$ cat src/rtl/carry_output_sequencer_if.sv
// Byte stream from the carry output sequencer toward the bitstream writer.
interface carry_output_sequencer_if #(
    parameter int W = 8
);
    logic [W-1:0] out_byte;
    logic         out_valid;
    logic         out_ready;
    logic         out_last;

    modport master (output out_byte, output out_valid, output out_last, input  out_ready);
    modport slave  (input  out_byte, input  out_valid, input  out_last, output out_ready);
endinterface

$ cat src/rtl/carry_output_sequencer.sv
// Buffers stage_4 carry groups in a small FIFO and serialises them one byte per accepted cycle (runs expanded).
// Group sampled at edge N appears on out_byte after edge N+1; output holds while out_ready=0, input side never stalls (overflow drops + sq_error).
module carry_output_sequencer #(
    parameter int SQ_BITSTREAM_WIDTH = 8,
    parameter int SQ_FIFO_DEPTH      = 4,
    parameter int SQ_FIFO_ADDR_WIDTH = 2
) (
    input  logic                          sq_clk,
    input  logic                          sq_reset,
    input  logic [2:0]                    in_carry_flag,
    input  logic [SQ_BITSTREAM_WIDTH-1:0] in_carry_bit_1,
    input  logic [SQ_BITSTREAM_WIDTH-1:0] in_carry_bit_2,
    input  logic [SQ_BITSTREAM_WIDTH-1:0] in_carry_bit_3,
    input  logic [SQ_BITSTREAM_WIDTH-1:0] in_carry_bit_4,
    input  logic [SQ_BITSTREAM_WIDTH-1:0] in_carry_bit_5,
    input  logic                          in_flag_last,
    carry_output_sequencer_if.master      out_if,
    output logic                          sq_done,
    output logic                          sq_error
);
    localparam int W = SQ_BITSTREAM_WIDTH;
    localparam int A = SQ_FIFO_ADDR_WIDTH;
    localparam logic [W-1:0] RUN_ONE   = W'(1);
    localparam logic [A:0]   FIFO_FULL = (A+1)'(SQ_FIFO_DEPTH);

    typedef struct packed {
        logic [2:0]   flag;
        logic [W-1:0] b1;
        logic [W-1:0] b2;
        logic [W-1:0] b3;
        logic [W-1:0] b4;
        logic [W-1:0] b5;
        logic         last;
    } grp_t;

    typedef enum logic [1:0] {ST_IDLE, ST_EMIT, ST_DONE} state_t;
    typedef enum logic [2:0] {SL_B1, SL_B2, SL_B3, SL_B4, SL_B5} slot_t;

    typedef struct packed {
        logic  fin;
        slot_t nxt;
    } step_t;

    // Slot after the current byte; run is the b2 count still owed including this byte.
    function automatic step_t seq_next(input logic [2:0] flag, input slot_t slot, input logic [W-1:0] run);
        step_t s;
        s.fin = 1'b0;
        s.nxt = slot;
        case (slot)
            SL_B1: begin
                if (flag == 3'd1)                                   s.fin = 1'b1;
                else if (flag >= 3'd5 && run == '0 && flag == 3'd5) s.fin = 1'b1;
                else if (flag >= 3'd5 && run == '0)                 s.nxt = SL_B4;
                else                                                s.nxt = SL_B2;
            end
            SL_B2: begin
                if (flag >= 3'd5 && run > RUN_ONE)      s.nxt = SL_B2;
                else if (flag == 3'd2 || flag == 3'd5)  s.fin = 1'b1;
                else if (flag >= 3'd6)                  s.nxt = SL_B4;
                else                                    s.nxt = SL_B3;
            end
            SL_B3:   if (flag == 3'd3) s.fin = 1'b1; else s.nxt = SL_B4;
            SL_B4:   if (flag == 3'd7) s.nxt = SL_B5; else s.fin = 1'b1;
            default: s.fin = 1'b1;
        endcase
        return s;
    endfunction

    grp_t         mem_q [SQ_FIFO_DEPTH];
    logic [A-1:0] wr_ptr_q, rd_ptr_q;
    logic [A:0]   count_q, count_d;
    state_t       state_q, state_d;
    slot_t        slot_q, slot_d;
    grp_t         work_q, work_d;
    logic [W-1:0] run_q, run_d;
    logic         out_valid_q, out_last_q, done_q, error_q;
    logic [W-1:0] out_byte_q;

    grp_t         in_grp, head;
    step_t        nx;
    logic         empty, full, pop, push, drop, last_d;
    logic [W-1:0] byte_d;

    assign in_grp = {in_carry_flag, in_carry_bit_1, in_carry_bit_2, in_carry_bit_3,
                     in_carry_bit_4, in_carry_bit_5, in_flag_last};
    assign head   = mem_q[rd_ptr_q];
    assign empty  = (count_q == '0);
    assign full   = (count_q == FIFO_FULL);

    always_comb begin
        state_d = state_q;
        work_d  = work_q;
        slot_d  = slot_q;
        run_d   = run_q;
        pop     = 1'b0;
        nx      = seq_next(work_q.flag, slot_q, run_q);
        case (state_q)
            ST_IDLE: begin
                if (!empty) begin
                    pop     = 1'b1;
                    work_d  = head;
                    slot_d  = SL_B1;
                    run_d   = head.b3;
                    state_d = ST_EMIT;
                end
            end
            ST_EMIT: begin
                if (out_if.out_ready) begin
                    if (slot_q == SL_B2) run_d = run_q - RUN_ONE;
                    if (!nx.fin) begin
                        slot_d = nx.nxt;
                    end else if (work_q.last) begin
                        state_d = ST_DONE;
                    end else if (!empty) begin
                        // back-to-back groups: reload on the same edge, no idle cycle
                        pop    = 1'b1;
                        work_d = head;
                        slot_d = SL_B1;
                        run_d  = head.b3;
                    end else begin
                        state_d = ST_IDLE;
                    end
                end
            end
            default: ;
        endcase

        push = (in_carry_flag != 3'd0) && (state_q != ST_DONE) && (!full || pop);
        drop = (in_carry_flag != 3'd0) && !push;

        byte_d = '0;
        if (state_d == ST_EMIT) begin
            case (slot_d)
                SL_B1:   byte_d = work_d.b1;
                SL_B2:   byte_d = work_d.b2;
                SL_B3:   byte_d = work_d.b3;
                SL_B4:   byte_d = work_d.b4;
                default: byte_d = work_d.b5;
            endcase
        end
        last_d = (state_d == ST_EMIT) && work_d.last && seq_next(work_d.flag, slot_d, run_d).fin;
    end

    always_comb begin
        case ({push, pop})
            2'b10:   count_d = count_q + 1'b1;
            2'b01:   count_d = count_q - 1'b1;
            default: count_d = count_q;
        endcase
    end

    always_ff @(posedge sq_clk) begin
        if (sq_reset && push) mem_q[wr_ptr_q] <= in_grp;
    end

    always_ff @(posedge sq_clk) begin
        if (!sq_reset) begin
            state_q     <= ST_IDLE;
            slot_q      <= SL_B1;
            work_q      <= '0;
            run_q       <= '0;
            wr_ptr_q    <= '0;
            rd_ptr_q    <= '0;
            count_q     <= '0;
            out_valid_q <= 1'b0;
            out_byte_q  <= '0;
            out_last_q  <= 1'b0;
            done_q      <= 1'b0;
            error_q     <= 1'b0;
        end else begin
            state_q     <= state_d;
            slot_q      <= slot_d;
            work_q      <= work_d;
            run_q       <= run_d;
            count_q     <= count_d;
            if (push) wr_ptr_q <= wr_ptr_q + 1'b1;
            if (pop)  rd_ptr_q <= rd_ptr_q + 1'b1;
            out_valid_q <= (state_d == ST_EMIT);
            out_byte_q  <= byte_d;
            out_last_q  <= last_d;
            done_q      <= done_q | (state_d == ST_DONE);
            error_q     <= error_q | drop;
        end
    end

    assign out_if.out_valid = out_valid_q;
    assign out_if.out_byte  = out_byte_q;
    assign out_if.out_last  = out_last_q;
    assign sq_done          = done_q;
    assign sq_error         = error_q;
endmodule
$ cat src/flat_wrapper.sv
// flat-port wrapper written by rule: the top's interface ports become plain ports
module carry_output_sequencer_flat 
#(
    parameter int SQ_BITSTREAM_WIDTH = 8,
    parameter int SQ_FIFO_DEPTH      = 4,
    parameter int SQ_FIFO_ADDR_WIDTH = 2
)
  (sq_clk, sq_reset, in_carry_flag, in_carry_bit_1, in_carry_bit_2, in_carry_bit_3, in_carry_bit_4, in_carry_bit_5, in_flag_last, sq_done, sq_error, out_if_out_byte, out_if_out_valid, out_if_out_last, out_if_out_ready);
  carry_output_sequencer_if out_if_i ();
  input  logic sq_clk;
  input  logic sq_reset;
  input  logic [2:0] in_carry_flag;
  input  logic [SQ_BITSTREAM_WIDTH-1:0] in_carry_bit_1;
  input  logic [SQ_BITSTREAM_WIDTH-1:0] in_carry_bit_2;
  input  logic [SQ_BITSTREAM_WIDTH-1:0] in_carry_bit_3;
  input  logic [SQ_BITSTREAM_WIDTH-1:0] in_carry_bit_4;
  input  logic [SQ_BITSTREAM_WIDTH-1:0] in_carry_bit_5;
  input  logic in_flag_last;
  output logic sq_done;
  output logic sq_error;
  output wire logic [$bits(out_if_i.out_byte)-1:0] out_if_out_byte;
  output wire logic [$bits(out_if_i.out_valid)-1:0] out_if_out_valid;
  output wire logic [$bits(out_if_i.out_last)-1:0] out_if_out_last;
  input wire logic [$bits(out_if_i.out_ready)-1:0] out_if_out_ready;
  assign out_if_out_byte = out_if_i.out_byte;
  assign out_if_out_valid = out_if_i.out_valid;
  assign out_if_out_last = out_if_i.out_last;
  assign out_if_i.out_ready = out_if_out_ready;
  carry_output_sequencer #(.SQ_BITSTREAM_WIDTH(SQ_BITSTREAM_WIDTH), .SQ_FIFO_DEPTH(SQ_FIFO_DEPTH), .SQ_FIFO_ADDR_WIDTH(SQ_FIFO_ADDR_WIDTH)) u_core (.sq_clk(sq_clk), .sq_reset(sq_reset), .in_carry_flag(in_carry_flag), .in_carry_bit_1(in_carry_bit_1), .in_carry_bit_2(in_carry_bit_2), .in_carry_bit_3(in_carry_bit_3), .in_carry_bit_4(in_carry_bit_4), .in_carry_bit_5(in_carry_bit_5), .in_flag_last(in_flag_last), .out_if(out_if_i), .sq_done(sq_done), .sq_error(sq_error));
endmodule
$ cat config.mk
export PLATFORM = sky130hd
export DESIGN_NAME = carry_output_sequencer_flat
export DESIGN_NICKNAME = d
export VERILOG_FILES = /design/src/rtl/carry_output_sequencer_if.sv /design/src/rtl/carry_output_sequencer.sv /design/src/flat_wrapper.sv
export SDC_FILE = /design/constraint.sdc
export NUM_CORES = 1
export LEC_CHECK = 0
export ABC_CLOCK_PERIOD_IN_PS = 3600
export CORE_MARGIN = 4
export CORE_UTILIZATION = 55
export CTS_BUF_LIST = sky130_fd_sc_hd__clkbuf_8
export DETAILED_ROUTE_END_ITERATION = 6
export PLACE_DENSITY = 0.78
export SYNTH_ARGS = -nofsm -noshare
export SYNTH_HDL_FRONTEND = slang
export SYNTH_SLANG_ARGS = --single-unit
$ cat constraint.sdc
create_clock -name sq_clk -period 3.6 [get_ports sq_clk]
set_input_delay 0.72 -clock sq_clk [delete_from_list [all_inputs] [get_ports sq_clk]]
set_output_delay 0.72 -clock sq_clk [all_outputs]
set_load 0.02 [all_outputs]
---- Word-level counts from Yosys, hierarchy flattened ----
Memories as Yosys holds them, arrays and structs flattened. A register that Yosys moved wholly into a read port is not among the register bits.
Index checks and enable logic that the tools add are counted.
word-level totals
  memories kept ........................... 1
  bits in writable memories ............... 176
  output and inout port bits .............. 12
  input bits .............................. 47
  register bits after elaboration ......... 76
  word-level logic and storage cells ...... 138
memories
  name          words  width  read ports  clocked after memory_dff  write ports  RTL line                      RTL
  u_core.mem_q  4      44     1           1                         1            carry_output_sequencer.sv:69  grp_t mem_q [SQ_FIFO_DEPTH];
operators by class
  bitwise gates (word level) .............. 2
  equal/unequal tests ..................... 23
  mux-type cells .......................... 58
  $lt $le $gt $ge ......................... 5
  reduce and logical (&&, ||, !) cells .... 26
  add/subtract/negate cells ............... 5
operators by type and width
  kind                                                                  count
  44-bit 2-to-1 mux                                                     5
  44-bit case mux with 2 select lines                                   1
  8-bit 2-to-1 mux                                                      6
  8-bit case mux with 4 select lines                                    1
  3-bit 2-to-1 mux                                                      10
  3-bit by 2-bit == test with 1-bit output, second input constant       8
  1-bit 2-to-1 mux                                                      19
  8-bit by 1-bit > comparator with 1-bit output, second input constant  2
  8-bit zero test                                                       2
  2-bit 2-to-1 mux                                                      8
  8-bit case mux with 2 select lines                                    1
  3-bit == test, second input constant                                  5
  3-bit by 1-bit == test with 1-bit output, second input constant       4
  1-bit logical AND                                                     12
  3-bit case mux with 2 select lines                                    2
  3-bit case mux with 4 select lines                                    1
  3-bit greater-or-equal comparator, second input constant              3
  3-bit zero test                                                       3
  1-bit case mux with 4 select lines                                    2
  8-bit by 1-bit subtractor with 8-bit output, second input constant    1
  2-bit by 1-bit == test with 1-bit output, second input constant       3
  2-bit by 1-bit adder with 2-bit output, second input constant         2
  2-bit == test, second input constant                                  2
  2-bit case mux with 2 select lines                                    1
  11 further kinds                                                      15

---- Longest topological paths before layout ----
Gate-level depths: netlist of run 1.
  word-level depth ........................ 16
  gate-level depth with buffers ........... 11
  mapped depth without buffers ............ 10

---- Worst setup path after synthesis of run 1 ----
Ideal clock, no wire load.
  path type ............................... input port to flip-flop
  start point ............................. in out_if_out_ready
  end point ............................... mem u_core.mem_q[0][0] in the netlist's numbering, enable pin
  setup slack ............................. 285 ps
  arrival ................................. 2,909 ps
  path buffers ............................ 1
  data required time ...................... 3,194 ps
  setup time .............................. 406 ps
  cell stages on the path ................. 7
  cells stage by stage .................... buf_2 > nand2b_1 > nand2_1 > nand2_1 > a31o_1 > a31oi_2 > and3_1
on the way
  word-level cells in the longest chain between the ends .. 7
ends and longest elaborated chain
  what                                    RTL line                       RTL
  start, declared                         flat_wrapper.sv:24             input wire logic [$bits(out_if_i.out_ready)-1:0] out_if_out_ready;
  1-bit 2-to-1 mux                        carry_output_sequencer.sv:108  if (out_if.out_ready) begin
  1-bit case mux with 2 select lines      carry_output_sequencer.sv:97   case (state_q)
  1-bit logical OR                        carry_output_sequencer.sv:128  push = (in_carry_flag != 3'd0) && (state_q != ST_DONE) && (!full || pop);
  1-bit logical AND                       carry_output_sequencer.sv:128
  1-bit logical AND                       carry_output_sequencer.sv:153  if (sq_reset && push) mem_q[wr_ptr_q] <= in_grp;
  1-bit 2-to-1 mux                        carry_output_sequencer.sv:153
  1-bit 2-to-1 mux (implied by the code)  carry_output_sequencer.sv:153
  end, declared                           carry_output_sequencer.sv:69
Every way passes these cells.

---- Worst setup path in the final report of run 1 ----
  start point ............................. reg u_core.work_q[42] in the netlist's numbering
  end point ............................... reg u_core.out_byte_q[0] (netlist: u_core.out_if.out_byte[0])
on the way
  word-level cells in the longest chain between the ends .. 11
  elaborated cells on any way between the ends .. 43
  classes of those cells .................. order compare (2); eq/ne (9); mux (26); reduce/logical (6)
ends and longest elaborated chain
  what                                                                                      RTL line                                                                                  RTL
  start, declared                                                                           carry_output_sequencer.sv:74                                                              grp_t work_q, work_d;
  start signal, assigned                                                                    carry_output_sequencer.sv:173                                                             work_q <= work_d;
  3-bit greater-or-equal comparator                                                         carry_output_sequencer.sv:52, carry_output_sequencer.sv:53, carry_output_sequencer.sv:57
  1-bit logical AND                                                                         carry_output_sequencer.sv:52, carry_output_sequencer.sv:53
  2-bit 2-to-1 mux or 1-bit logical AND (tied branches)                                     carry_output_sequencer.sv:53, carry_output_sequencer.sv:52
  3-bit 2-to-1 mux or 1-bit 2-to-1 mux (tied branches)                                      carry_output_sequencer.sv:52                                                              else if (flag >= 3'd5 && run == '0 && flag == 3'd5) s.fin = 1'b1;
  3-bit 2-to-1 mux or 1-bit 2-to-1 mux (tied branches)                                      carry_output_sequencer.sv:51                                                              if (flag == 3'd1) s.fin = 1'b1;
  3-bit case mux with 4 select lines or 1-bit case mux with 4 select lines (tied branches)  carry_output_sequencer.sv:49                                                              case (slot)
  3-bit 2-to-1 mux or 2-bit 2-to-1 mux (tied branches)                                      carry_output_sequencer.sv:110                                                             if (!nx.fin) begin
  3-bit 2-to-1 mux or 2-bit 2-to-1 mux (tied branches)                                      carry_output_sequencer.sv:108
  3-bit case mux with 2 select lines or 2-bit case mux with 2 select lines (tied branches)  carry_output_sequencer.sv:97
  3-bit by 2-bit == test with 1-bit output, or another cell as far along                    carry_output_sequencer.sv:133                                                             case (slot_d)
  8-bit case mux with 4 select lines or 2-bit AND reduction (tied branches)                 -
  end signal, assigned                                                                      carry_output_sequencer.sv:179                                                             out_byte_q <= byte_d;
  end, declared                                                                             carry_output_sequencer.sv:77                                                              logic [W-1:0] out_byte_q;
Several ways; a longest one is shown, not always the timed one.
A chain may end at the register's enable or synchronous reset.

==> results of run 1 <==
==> worst max-delay path, cell delays in order, from the launching register on <==
cell      delay (ps)
dfxtp_1          550
or3b_1           460
o22ai_2          300
nor3_2           120
o32ai_4          900
buf_12           260
mux2_2           350
o211ai_1         160
a31oi_1          100
==> power groups by stage <==
stage,clock (mW),sequential [mW],combinational (mW)
floorplan,0,4.00,2.43
global placement,0,4.05,3.38
detailed placement,0,4.08,3.45
CTS,2.38,4.03,3.47
global route,2.54,4.08,3.76
finish,2.33,4.03,3.47
==> sequential cells by signal, indices dropped and copies added, names as in the netlist, 2 cells and up, named ones only <==
register / cells
u_core.run_q: 8
u_core.rd_ptr_q: 2
u_core.out_if.out_byte: 8
u_core.mem_q: 176
u_core.count_q: 3
u_core.work_q: 44
u_core.slot_q: 3
u_core.state_q: 2
u_core.wr_ptr_q: 2
==> layer usage <==
layer | GRT usage [%] | vias to the layer above | routed length (um)
met4 | 8.667 | 0 | 808
li1 | - | 3028 | -
met2 | 36.66 | 273 | 11800
met5 | 0 | - | 0
met3 | 4.200 | 71 | 1599
met1 | 29.96 | 3307 | 9847
==> final cells by class <==
type                       instances  area [um2]
clock buffer                      46       633.1
clock inverter                    27       147.6
fill                            1316        6441
inverter                          12       45.04
multi-input combinational        431        3628
sequential                       254        6849
tap                              260       325.3
timing repair buffer              91       885.9
==> cell usage in the layout (no fill, tap or decap), types with 6 or more instances in the layout <==
master	n
nor3_1	8
a21boi_0	17
clkbuf_8	46
nor2_1	21
o211ai_1	8
clkdlybuf4s50_1	57
clkinv_2	6
o211a_1	9
dfxtp_1	76
nor2b_1	20
and2_1	14
clkinv_1	10
ha_1	7
buf_4	28
inv_1	19
a21boi_1	7
a31oi_1	15
mux4_2	44
nand2_1	102
mux2_1	9
a21oi_1	10
mux2_2	6
nand3_1	6
o21ai_0	11
edfxtp_1	176
mux2i_1	28
==> cell families (layout without fill, tap and decap cells) <==
family | count (synthesis) | in the layout | share of synthesized area [%]
simple gates | 203 | 203 | 9.433
xor+xnor | 5 | 5 | 0.4076
fa+ha+maj | 8 | 8 | 1.001
buf+inv | 59 | 176 | 2.597
compound gates | 128 | 128 | 9.433
flops | 254 | 254 | 63.72
mux | 87 | 87 | 13.40
==> how the worst max path moves through the flow <==
stage          cells past startpoint  slack, ps         startpoint                         to
2_1_floorplan                      7        280   out_if_out_ready         u_core.mem_q[0][0]
3_3_place_gp                      10        320   out_if_out_ready  u_core.out_if.out_byte[5]
3_5_place_dp                      10        220   out_if_out_ready          u_core.count_q[2]
4_1_cts                            8        290  u_core.work_q[42]  u_core.out_if.out_byte[0]
5_1_grt                            8        110  u_core.work_q[42]  u_core.out_if.out_byte[5]
6_report                           8        240  u_core.work_q[42]  u_core.out_if.out_byte[0]
==> stage by stage <==
| stage | power (mW) | util, % | worst slack (ps) | hold slack [ps] | cell area, um2 |
|---|---|---|---|---|---|
| after floorplan | 6.427 | - | 284.7 | 434.4 | 10740 |
| after global routing | 10.38 | 66.02 | 108.7 | 468.0 | 12510 |
| after CTS | 9.876 | 66.02 | 292.5 | 454.1 | 12510 |
| after global placement | 7.429 | 61.90 | 315.5 | 439.7 | 11730 |
| final | 9.839 | 66.02 | 240.4 | 451.9 | 12510 |
| after detailed placement | 7.534 | 61.90 | 222.7 | 446.3 | 11730 |
==> out/summary.txt, run 1 <==
Mean Syn Cell Area - 14.44 um2
Diode count - 0
Max_cap viols - 0
Flop-to-flop setup slack - 240 ps
Post-DP HPWL - 15930 um
Final Wtd Congestion - 0.9474
Logic pwr share - 35.3%
Sw Share - 34.60%
Largest cells by area after synthesis - edfxtp_1 49%, dfxtp_1 15%, mux4_2 9.2%, nand2_1 3.6%, mux2i_1 2.6%
Internal power - 6.435 mW
Final TNS setup - 0 ps
Pleak - 4.283 nW
TritonCTS clock tree - built
Final Setup Violations - 0
H-tree levels - 2
FP Rows - 50
Inst Count DP - 1048
Final Max Slew Viols - 0
First-pass DRT Iterations - 5
Die Ht - 147.8 um
Die X - 147.8 um
Synth Net Count - 799
Top-count cell post-synth - edfxtp_1
FF-to-FF path depth - 8
CP Data Arrival Time - 3760 ps
Clock-pin slew on the worst setup and hold paths - 70 ps
Top FF cell, synth - edfxtp_1
Post-CTS Setup Bufs - 0
Total grt overflow - 0
Worst EP required - 4000 ps
Headroom to the max-slew limit - 30.28%
Post-synth EDFFs - 176
Worst-Skew Late Latency - 530 ps
Maximum buffer depth of the clock tree - 3
First DRT Iteration DRCs - 626
Synthesis Warnings - 0
Skew final - 13.22 ps
Post-synth top area share - 49.19%
CP Class - reg2reg
Seq pwr share - 41.0%
Asr flop ratio synth - 0%
Share of cells above drive strength 1 - 19.63%
Fin nets - 885
Post-synthesis instance area - 0.01074 mm2
DR vias - 6679
Sequential element share of the synthesized area - 63.72%
Max frequency - 0.2977 GHz
Starting density of the core - 56.68%
I/O Pins - 59
Hold WC Path Type - reg2reg
Worst-path fanout max - 19
Initial antenna violation count - 0
Cell count after synthesis - 744
Share of total power in the clock network - 23.7%
Avg WL per Cell - 21.46 um
Worst reg2reg path startpoint - u_core.work_q[42]
Crit end category - flop
Startpoint Class - flop
Clock root buffer - clkbuf_8
Library cells used by synthesis - 79
Final Hold Viols - 0
Die area - 0.02183 mm2
GRT Util Overall - 22.36%
Port Buf Inserts - 58
Hold_buf cts - 0
Psw - 3.404 mW
Reg2reg end - u_core.out_if.out_byte[0]
Vias per cell - 5.958
Core area - 0.01896 mm2
Period Utilization, post-route - 93.32%
Post-synth top area cell - edfxtp_1
HP Start - u_core.work_q[38]
Outcome - finished clean
Maximum vdd drop - 0.3465 mV
Post-CTS sizing - 0
Fin crit period - 3360 ps
Detail Route Antenna Nets - 0
Synthesized flop and latch total - 254
First-pass GRT wire length - 38140 um
Fin cells - 1121
DRC viols - 0
Hold path cells - 2
Total CTS buffers - 40
CTS Sinks - 254
Power density over the cells - 786.2 mW/mm2
Worst slew pin tran - 1046 ps
Area grow syn2layout - 16.48%
Largest net degree at the start of global routing - 53
Unrepaired setup endpoints after global routing - false
Hold EP - u_core.work_q[38]
Commonest cells post-synth - 176 x edfxtp_1, 102 x nand2_1, 78 x dfxtp_1
WL final - 24060 um
Number of global-route vias before repair - 7054
Power figures use the tool's default switching activity.
==> run 2: changes to the inputs <==
--- a/config.mk
+++ b/config.mk
@@ -7,10 +7,9 @@
 export LEC_CHECK = 0
 export ABC_CLOCK_PERIOD_IN_PS = 3600
 export CORE_MARGIN = 4
-export CORE_UTILIZATION = 55
+export CORE_UTILIZATION = 45
 export CTS_BUF_LIST = sky130_fd_sc_hd__clkbuf_8
 export DETAILED_ROUTE_END_ITERATION = 6
-export PLACE_DENSITY = 0.78
 export SYNTH_ARGS = -nofsm -noshare
 export SYNTH_HDL_FRONTEND = slang
 export SYNTH_SLANG_ARGS = --single-unit
==> out/summary.txt, run 2 (same netlist as run 1, synthesis figures left out) <==
Outcome - finished clean
Total CTS buffers - 43
Top Registers - u_core.mem_q x176, u_core.work_q x44
Design area - 0.01255 mm2
Maximum vdd drop - 0.4292 mV
Starting density of the core - 45.77%
Pleak - 4.278 nW
Fin nets - 884
Total grt overflow - 0
Worst-Skew Late Latency - 540 ps
Reg2reg end - u_core.out_if.out_byte[3]
Vias per cell - 5.529
Post-CTS Setup Bufs - 0
Die X - 162.5 um
Post-CTS sizing - 0
Headroom to the max-slew limit - 43.64%
Hold WC Path Type - reg2reg
Fillers - 1963
Register area - 0.006849 mm2
Flop-to-flop setup slack - 530 ps
Worst hold-check slack - 457.7 ps
Post-Route Utilization - 53.45%
TritonCTS clock tree - built
Setup WS post-layout - 525.5 ps
CTS Sinks - 254
Initial antenna violation count - 0
Max incr delay on CP - 550 ps
Max_cap viols - 0
Core area - 0.02347 mm2
Post-DP HPWL - 16210 um
Clock-pin slew on the worst setup and hold paths - 70 ps
Skew final - 22.52 ps
Power density over the cells - 777.3 mW/mm2
Final Wtd Congestion - 0.8998
Crit end category - flop
Number of global-route vias before repair - 6758
Post-detailed-placement cell area - 0.01178 mm2
First-pass GRT wire length - 39340 um
WL final - 24860 um
H-tree levels - 2
Hold_buf cts - 0
Worst-path fanout max - 35
Final Setup Violations - 0
I/O Pins - 59
Cell depth of the worst setup path - 9
CP Class - reg2reg
FP Rows - 56
Final Max Slew Viols - 0
Detail Route Antenna Nets - 0
Maximum buffer depth of the clock tree - 3
First DRT Iteration DRCs - 525
Largest net degree at the start of global routing - 43
Final Hold Viols - 0
Worst EP required - 3980 ps
First-pass DRT Iterations - 5
DR vias - 6530
Unrepaired setup endpoints after global routing - false
Multi-input gate area in the final layout - 0.003628 mm2
Diode count - 0
FF-to-FF path depth - 9
Die area - 0.02641 mm2
Biggest register - u_core.mem_q
CP Data Arrival Time - 3450 ps
Worst setup path end - u_core.out_if.out_byte[3]
CP top delay family - compound AO/OA/AOI/OAI gates
Worst slew pin tran - 840.9 ps
Area grow syn2layout - 16.77%
Worst reg2reg path startpoint - u_core.work_q[41]
Clock root buffer - clkbuf_8
Max frequency - 0.3253 GHz
Crit path max-delay cell type - dfxtp_1
Die Ht - 162.5 um
Period Utilization, post-route - 85.40%
Startpoint Class - flop
DRC viols - 0
Largest register FFs - 176
Port Buf Inserts - 58
Most frequent cells in the layout - 176 x edfxtp_1, 102 x nand2_1, 76 x dfxtp_1
DP Worst Slack - 407.6 ps
GRT Util Overall - 19.31%
Avg WL per Cell - 21.05 um
Worst Setup SP - u_core.work_q[41]
Commonest non-fill, non-tap cell in the layout - edfxtp_1
Worst-path cell chain - nor2b_1 > nand3_1 > o22ai_2 > nor3_2 > o32ai_4 > buf_12 > mux2_2 > o211ai_1 > a31oi_1
Final TNS setup - 0 ps
Fin crit period - 3075 ps
CP Buf/Inv Count - 1
Share of cells above drive strength 1 - 19.14%
[run 2: cell types whose count changed in the layout (fill, tap and decap cells not counted), sizes merged]
cell / change
clkinvlp: +1
clkbuf: -1
inv: +7
clkinv: -1
buf: -4
bufinv: -1
[run 2: routing by layer]
layer	global-route usage [%]	routed length [um]
met2	30.86	12060
met5	0	0
met3	3.518	1095
met4	5.729	452
met1	27.29	11250
[run 2: how the worst min path moves through the flow]
| stage | depth (start not counted) | endpoint | slack [ps] | from |
|---|---|---|---|---|
| floorplan | 2 | u_core.work_q[34] | 430 | u_core.work_q[34] |
| global route | 2 | u_core.work_q[34] | 470 | u_core.work_q[34] |
| CTS | 2 | u_core.work_q[34] | 460 | u_core.work_q[34] |
| detailed placement | 2 | u_core.work_q[36] | 450 | u_core.work_q[36] |
| global placement | 2 | u_core.work_q[40] | 440 | u_core.work_q[40] |
| finish | 2 | u_core.work_q[34] | 460 | u_core.work_q[34] |
[run 2: through the flow]
stage	std cells	power (mW)
finish	1181	9.752
global route	1181	10.37
CTS	1181	9.856
detailed placement	1103	7.536
global placement	1103	7.489
floorplan	744	6.427
[run 2: tightest hold or removal path: stages, from the launching register on]
cell and delay, ps:
dfxtp_1 310, nand2_1 50, a21boi_1 50
[run 2: power breakdown]
part           internal (mW)  total, mW  switching (mW)
combinational           1.47       3.41            1.94
sequential              3.70       4.06           0.360
clock                   1.17       2.28            1.12
[run 2: final cells by class]
type / instances / share of cell area [%]
Clock buffer: 45 / 4.937
Clock inverter: 33 / 1.187
Inverter: 12 / 0.3590
Multi-Input combinational cell: 431 / 28.92
Sequential cell: 254 / 54.59
Tap cell: 319 / 3.181
Timing Repair Buffer: 87 / 6.822
==> run 3: changes to the inputs <==
--- a/config.mk
+++ b/config.mk
@@ -10,6 +10,7 @@
 export CORE_UTILIZATION = 45
 export CTS_BUF_LIST = sky130_fd_sc_hd__clkbuf_8
 export DETAILED_ROUTE_END_ITERATION = 6
+export PLACE_DENSITY = 0.61
 export SYNTH_ARGS = -nofsm -noshare
 export SYNTH_HDL_FRONTEND = slang
 export SYNTH_SLANG_ARGS = --single-unit
==> out/summary.txt, run 3 (same netlist as run 1, synthesis figures left out) <==
First-pass DRT Iterations - 4
Met1 Wirelength - 10920 um
TritonCTS clock tree - built
Unrepaired setup endpoints after global routing - false
Maximum vdd drop - 0.3889 mV
H-tree levels - 2
Avg WL per Cell - 20.85 um
FF-to-FF path depth - 9
Clock root buffer - clkbuf_8
Starting density of the core - 45.77%
Crit path max-delay cell type - dfxtp_1
Die area - 0.02641 mm2
Commonest non-fill, non-tap cell in the layout - edfxtp_1
Headroom to the max-slew limit - 61.63%
CP Data Arrival Time - 3540 ps
Initial antenna violation count - 1
Biggest register - u_core.mem_q
Hold path cells - 2
Crit end category - flop
Core area - 0.02347 mm2
Most frequent cells in the layout - 176 x edfxtp_1, 102 x nand2_1, 76 x dfxtp_1
Number of global-route vias before repair - 6753
Tot Pwr - 10.05 mW
Die Ht - 162.5 um
Fillers - 1907
Final Max Slew Viols - 0
Total CTS buffers - 43
Final Setup Violations - 0
CTS Sinks - 254
Top Registers - u_core.mem_q x176, u_core.work_q x44
Vias per cell - 5.568
Die X - 162.5 um
Diode count - 0
Worst slew pin tran - 575.5 ps
Maximum buffer depth of the clock tree - 3
Max incr delay on CP - 530 ps
Met2 WL post-DR - 11930 um
Max_cap viols - 0
Flop-to-flop setup slack - 460 ps
Port Buf Inserts - 58
Hold WC Path Type - reg2reg
Clock-pin slew on the worst setup and hold paths - 60 ps
Share of cells above drive strength 1 - 19.68%
Worst-path fanout max - 35
Final Wtd Congestion - 0.9073
CP Class - reg2reg
Pleak - 4.337 nW
I/O Pins - 59
Worst setup path end - u_core.out_if.out_byte[0]
GRT Util Overall - 18.98%
Worst Setup SP - u_core.work_q[41]
Largest net degree at the start of global routing - 50
Startpoint Class - flop
Outcome - finished clean
Power density over the cells - 793.7 mW/mm2
Reg2reg end - u_core.out_if.out_byte[0]
Fin crit period - 3137 ps
Total grt overflow - 0
Skew final - 21.89 ps
WL final - 24660 um
Post-DP HPWL - 16460 um
Max frequency - 0.3188 GHz
Detail Route Antenna Nets - 0
Fin nets - 884
Final Hold Viols - 0
Worst EP required - 4000 ps
Worst reg2reg path startpoint - u_core.work_q[41]
Worst-Skew Late Latency - 540 ps
Largest register FFs - 176
DRC viols - 0
Period Utilization, post-route - 87.13%
Metal3 WL - 1217 um
First-pass GRT wire length - 39010 um
First DRT Iteration DRCs - 469
Post-CTS sizing - 0
DR vias - 6587
FP Rows - 56
Max Used Layer - met4
Area grow syn2layout - 17.84%
Post-CTS Setup Bufs - 0
Hold_buf cts - 0
Final TNS setup - 0 ps
Worst-path cell chain - nor2b_1 > nand3_1 > o22ai_2 > nor3_2 > o32ai_4 > buf_4 > mux2_2 > o211ai_1 > a31oi_1
[run 3: cell types whose count changed in the layout (fill, tap and decap cells not counted), sizes merged]
cell      previous run  this run
clkbuf              45        50
bufinv               0         3
clkinv              15        13
clkinvlp             3         1
inv                 27        25
[run 3: final cells by class]
class | instances | area (um2) | area share (%)
repair buffers | 87 | 843.3 | 6.661
well taps | 319 | 399.1 | 3.152
inverters | 12 | 45.04 | 0.3558
multi-input cells | 431 | 3628 | 28.66
clock buffers | 50 | 688.2 | 5.435
flip-flops and latches | 254 | 6849 | 54.10
clock inverters | 30 | 207.7 | 1.640
[run 3: worst min-delay path by stage]
stage	slack, ps	endpoint	from
floorplan	430	u_core.work_q[34]	u_core.work_q[34]
global placement	440	u_core.work_q[39]	u_core.work_q[39]
detailed placement	450	u_core.work_q[34]	u_core.work_q[34]
CTS	460	u_core.work_q[34]	u_core.work_q[34]
global route	480	u_core.work_q[38]	u_core.work_q[38]
finish	460	u_core.work_q[34]	u_core.work_q[34]
[run 3: through the flow]
stage / std cells / util, % / area [um2] / setup slack (ps) / hold WS, ps
2_1_floorplan: 744 / - / 10740 / 284.7 / 434.4
3_3_place_gp: 1103 / 50.12 / 11770 / 369.7 / 440.6
3_5_place_dp: 1103 / 50.12 / 11770 / 361.4 / 450.2
4_1_cts: 1183 / 53.94 / 12660 / 531.7 / 458.7
5_1_grt: 1183 / 53.94 / 12660 / 260.9 / 476.7
6_report: 1183 / 53.94 / 12660 / 463.2 / 457.9
[run 3: per-layer routing]
metal  GRT usage [%]  vias to the layer above
li1                -                     3027
met2           31.13                      178
met5               0                        -
met1           25.96                     3335
met3           3.442                       47
met4           5.959                        0
[run 3: power breakdown]
| group | leakage (nW) | internal (mW) | switching (mW) |
|---|---|---|---|
| clock network | 0.509 | 1.49 | 1.13 |
| registers | 2.25 | 3.70 | 0.374 |
| logic | 1.58 | 1.45 | 1.91 |
[run 3: worst max-delay path: cells and delay by family, from the launching register on]
kind            cells  cell delay, ps
buf+inv             1             500
mux                 1             400
compound gates      4             850
flops               1             530
simple gates        3             680
==> RTL edit 1 (settings of run 2) <==
`SQ_FIFO_ADDR_WIDTH` is set to 2 in 2 places; all go to 3.
--- a/src/rtl/carry_output_sequencer.sv
+++ b/src/rtl/carry_output_sequencer.sv
@@ -4,5 +4,5 @@
     parameter int SQ_BITSTREAM_WIDTH = 8,
     parameter int SQ_FIFO_DEPTH      = 4,
-    parameter int SQ_FIFO_ADDR_WIDTH = 2
+    parameter int SQ_FIFO_ADDR_WIDTH = 3
 ) (
     input  logic                          sq_clk,
--- a/src/flat_wrapper.sv
+++ b/src/flat_wrapper.sv
@@ -4,5 +4,5 @@
     parameter int SQ_BITSTREAM_WIDTH = 8,
     parameter int SQ_FIFO_DEPTH      = 4,
-    parameter int SQ_FIFO_ADDR_WIDTH = 2
+    parameter int SQ_FIFO_ADDR_WIDTH = 3
 )
   (sq_clk, sq_reset, in_carry_flag, in_carry_bit_1, in_carry_bit_2, in_carry_bit_3, in_carry_bit_4, in_carry_bit_5, in_flag_last, sq_done, sq_error, out_if_out_byte, out_if_out_valid, out_if_out_last, out_if_out_ready);
Behaviour: same outputs for any inputs over 4 cycles, from zero or initial values and one cycle with sq_reset low; that may be too few to reach the edited logic, so the function may still have changed.
==> RTL edit 1 against run 2 <==
- sequential cell count increased by 1
- sequential share of layout area grew 0.92 points
- sequential power increased by 4%
- wire length shrank 1.1%
- largest power group unchanged
- worst setup slack lost 0.32 ns
- clock skew shrank 0.0036 ns
- cell count is 0.59% higher
- final area is 1.4% lower
- total power up 1.7%
- synthesized area decreased by 1.9%
- critical path depth unchanged
- critical endpoint is now u_core.out_if.out_last$_SDFF_PN0_
- count of clock-buffer cells in the layout decreased by 1
==> RTL edit 1: results <==
export IMPL_status="complete, no violations"
export IMPL_synth_nets=816
export IMPL_routed_via_density=5.51
export IMPL_worst_hold_startpoint="u_core.work_q[40]$_SDFF_PN0_"
export IMPL_synth_yosys_seq_area_share=0.652
export IMPL_pg_seq_uw=4230
export IMPL_hp_class="reg2reg"
export IMPL_cts_repair_resizes=0
export IMPL_placedCellCount=1110
export IMPL_groute_usage_overall=0.190
export IMPL_first_iteration_detailed_routing_drc_count=415
export IMPL_postPlaceCellArea_sq_mm=0.0116
export IMPL_synth_distinct_cells=71
export IMPL_gp_congestion=0.932
export IMPL_maxSlewHeadroom=0.489
export IMPL_post_synth_main_area_contributors="sky130_fd_sc_hd__edfxtp_1, sky130_fd_sc_hd__dfxtp_1, sky130_fd_sc_hd__mux4_2"
export IMPL_cts_reportedPaths_clkPinSlew_ns=0.06
export IMPL_hold_ws_ns=0.456
export IMPL_path_max_fanout=13
export IMPL_slowest_delay_ns=0.66
export IMPL_post_layout_nets=898
export IMPL_met3_usage=0.0304
export IMPL_synth_area_per_cell_sq_um=13.9
export IMPL_worst_r2r_startpoint="u_core.work_q[42]$_SDFF_PN0_"
export IMPL_timing_hold_worst_endpoint="u_core.work_q[40]$_SDFF_PN0_"
export IMPL_drt_total_wl_microns=24600
export IMPL_top_layer="met4"
export IMPL_drt_pass1_iterations=7
export IMPL_whs_path_depth=2
export IMPL_grt_start_max_net_pins=63
export IMPL_dp_hpwl_microns=16600
export IMPL_layout_top_registers="u_core.mem_q: 176 flops, u_core.work_q: 44 flops"
export IMPL_wire_length_of_the_first_global_routing_pass_microns=38900
export IMPL_p_leak_uw=0.00429
export IMPL_pre_cts_slack_ns=0.185
export IMPL_peakVddDrop_v=0.000415
export IMPL_async_flop_share=0
export IMPL_wirelength_met1_microns=10500
export IMPL_worst_setup_path_endpoint="u_core.out_if.out_last$_SDFF_PN0_"
export IMPL_clockPowerShare=0.231
export IMPL_worst_ep_arrival_time_ns=3.82
export IMPL_dr_total_vias=6548
export IMPL_met3_wirelength_microns=1060
export IMPL_switchingPower_uw=3520
export IMPL_final_layout_size_suffix_gt1_frac=0.165
export IMPL_synth_top_cells_by_count="sky130_fd_sc_hd__edfxtp_1, sky130_fd_sc_hd__nand2_1, sky130_fd_sc_hd__dfxtp_1"
export IMPL_r2r_end="u_core.out_if.out_last$_SDFF_PN0_"
export IMPL_postLayoutSetupSlackWorst_ns=0.203
export IMPL_sw_frac_of_total=0.355
export IMPL_grt_util_met1=0.245
export IMPL_grtUsageMet2=0.331
export IMPL_route_met2_wl_microns=12400
export IMPL_number_of_global_route_vias_before_repair=6946
export IMPL_cts_buffers=42
export IMPL_fin_worst_skew_ns=0.0189
[RTL edit 1: critical path: cells and delay by family (launching register included)]
kind | cells | cell delay (ns)
simple gates | 4 | 1.34
flops | 1 | 0.66
compound gates | 5 | 1.30
[RTL edit 1: area by class of cell]
type,count,area (sq um)
Clock buffer,44,606
Multi-Input combinational cell,447,3470
Tap cell,313,392
Timing Repair Buffer,81,816
Inverter,14,52.6
Clock inverter,34,170
Sequential cell,255,6870
Fill cell,1930,10500
[RTL edit 1: kinds of logic (layout without fill, tap and decap cells)]
family | count (synthesis) | after routing | synth area share
flip-flops | 255 | 255 | 0.652
AND/OR/NAND/NOR | 204 | 204 | 0.0927
AO/OA/AOI/OAI | 152 | 152 | 0.0925
multiplexers | 73 | 73 | 0.121
buffers and inverters | 57 | 173 | 0.0233
adder cells (fa/ha/maj) | 10 | 10 | 0.0126
XOR/XNOR | 8 | 8 | 0.00665
==> RTL edit 2 (config.mk and constraints of run 2) <==
Without the edit above. Re-encode `state_t` (3 states) as one-hot, 3 bits wide.
--- a/src/rtl/carry_output_sequencer.sv
+++ b/src/rtl/carry_output_sequencer.sv
@@ -34,5 +34,5 @@
     } grp_t;
 
-    typedef enum logic [1:0] {ST_IDLE, ST_EMIT, ST_DONE} state_t;
+    typedef enum logic [2:0] {ST_IDLE = 3'b001, ST_EMIT = 3'b010, ST_DONE = 3'b100} state_t;
     typedef enum logic [2:0] {SL_B1, SL_B2, SL_B3, SL_B4, SL_B5} slot_t;
 
Function: no difference found for any inputs over 4 cycles, from zero or initial values and one cycle with sq_reset low; so few cycles prove little.
==> RTL edit 2 against run 2 <==
- the flow now finishes with violations (design-rule violations)
- first-iteration DRC count shrank 25%
- synthesized area grew 0.27%
- worst setup slack worse by 0.21 ns
- wire length fell by 2.1%
- via count up 1.5%
- die area increased by 0.26%
- final area increased by 2.3%
- total power fell by 0.40%
- sequential cell count increased by 1
- largest cell class unchanged
- highest routed layer unchanged
==> RTL edit 2: results <==
export IMPL_finalWorstPathRequiredPeriod_ns=3.29
export IMPL_wire_length_of_the_first_global_routing_pass_microns=39000
export IMPL_worst_ep_arrival_time_ns=3.74
export IMPL_cts_reportedPaths_clkPinSlew_ns=0.06
export IMPL_slowest_delay_ns=0.44
export IMPL_met3_wirelength_microns=1320
export IMPL_cts_buffers=44
export IMPL_path_max_fanout=5
export IMPL_postPlaceCellArea_sq_mm=0.0119
export IMPL_hold_ws_ns=0.460
export IMPL_met3_usage=0.0425
export IMPL_status="finished with violations"
export IMPL_reg2regPathDepth=12
export IMPL_post_layout_nets=908
export IMPL_drc_errors=2
export IMPL_pre_cts_slack_ns=0.260
export IMPL_synth_yosys_seq_area_share=0.637
export IMPL_route_met2_wl_microns=12000
export IMPL_p_leak_uw=0.00434
export IMPL_violations="design-rule violations"
export IMPL_number_of_global_route_vias_before_repair=7063
export IMPL_maxSlewHeadroom=0.497
export IMPL_post_synth_top_count_cell="sky130_fd_sc_hd__edfxtp_1"
export IMPL_first_iteration_detailed_routing_drc_count=393
export IMPL_synth_distinct_cells=70
export IMPL_timing_hold_worst_endpoint="u_core.work_q[30]$_SDFF_PN0_"
export IMPL_groute_usage_overall=0.189
export IMPL_nFillCells=1959
export IMPL_synth_top_cells_by_count="sky130_fd_sc_hd__edfxtp_1, sky130_fd_sc_hd__nand2_1, sky130_fd_sc_hd__dfxtp_1"
export IMPL_grt_start_max_net_pins=52
export IMPL_drt_pass1_iterations=7
export IMPL_clock_tree_buffer_depth=3
export IMPL_critPathLaunch="u_core.run_q[0]$_SDFF_PN0_"
export IMPL_wirelength_met1_microns=10000
export IMPL_dp_hpwl_microns=16500
export IMPL_routed_via_density=5.49
export IMPL_worst_hold_startpoint="u_core.work_q[30]$_SDFF_PN0_"
export IMPL_crit_slowest_cell="sky130_fd_sc_hd__o21ai_0"
export IMPL_peakVddDrop_v=0.000441
export IMPL_grt_util_met1=0.240
export IMPL_r2r_setup_slack_ns=0.31
export IMPL_post_synth_main_area_contributors="sky130_fd_sc_hd__edfxtp_1, sky130_fd_sc_hd__dfxtp_1, sky130_fd_sc_hd__mux4_2"
export IMPL_synth_nets=815
export IMPL_r2r_end="u_core.out_if.out_last$_SDFF_PN0_"
-- RTL edit 2: cell types whose count changed after synthesis, moves of 4 or more --
cell / delta
sky130_fd_sc_hd__a21oi_1: +6
sky130_fd_sc_hd__nor2_1: +10
sky130_fd_sc_hd__a21boi_0: +12
sky130_fd_sc_hd__mux2i_1: +13
sky130_fd_sc_hd__mux2_2: +5
sky130_fd_sc_hd__nor3_1: +4
sky130_fd_sc_hd__o2bb2ai_1: +4
sky130_fd_sc_hd__o21ai_0: +4
sky130_fd_sc_hd__nor2b_1: -8
sky130_fd_sc_hd__o211a_1: -8
sky130_fd_sc_hd__a21boi_1: -6
sky130_fd_sc_hd__mux2_1: -9
sky130_fd_sc_hd__and2_1: +11
sky130_fd_sc_hd__a31oi_1: -8
-- RTL edit 2: cell type report --
cell class / instances / area share
Multi-Input combinational cell: 452 / 0.288
Inverter: 9 / 0.00263
Sequential cell: 255 / 0.535
Clock buffer: 47 / 0.0504
Timing Repair Buffer: 91 / 0.0739
Tap cell: 319 / 0.0311
Clock inverter: 34 / 0.0186
-- RTL edit 2: power by group --
group	switching, uW	internal (uW)	total (uW)
Clock	1150	1440	2590
Sequential	284	3690	3980
Combinational	1810	1340	3150
-- RTL edit 2: cell families (layout without fill, tap and decap cells) --
logic type / count (synthesis) / after routing / synth area share
DFF: 255 / 255 / 0.637
buffers and inverters: 53 / 181 / 0.0225
adders and majority gates: 8 / 8 / 0.00999
xor gates and xnor gates: 5 / 5 / 0.00406
and+or+nand+nor: 226 / 226 / 0.106
AOI/OAI and AO/OA: 117 / 117 / 0.0786
muxes: 96 / 96 / 0.142
-- RTL edit 2: stage by stage --
step	util	std cells
3_3_place_gp	0.507	1126
6_report	0.545	1207
2_1_floorplan	-	760
4_1_cts	0.545	1207
3_5_place_dp	0.507	1126
5_1_grt	0.545	1207
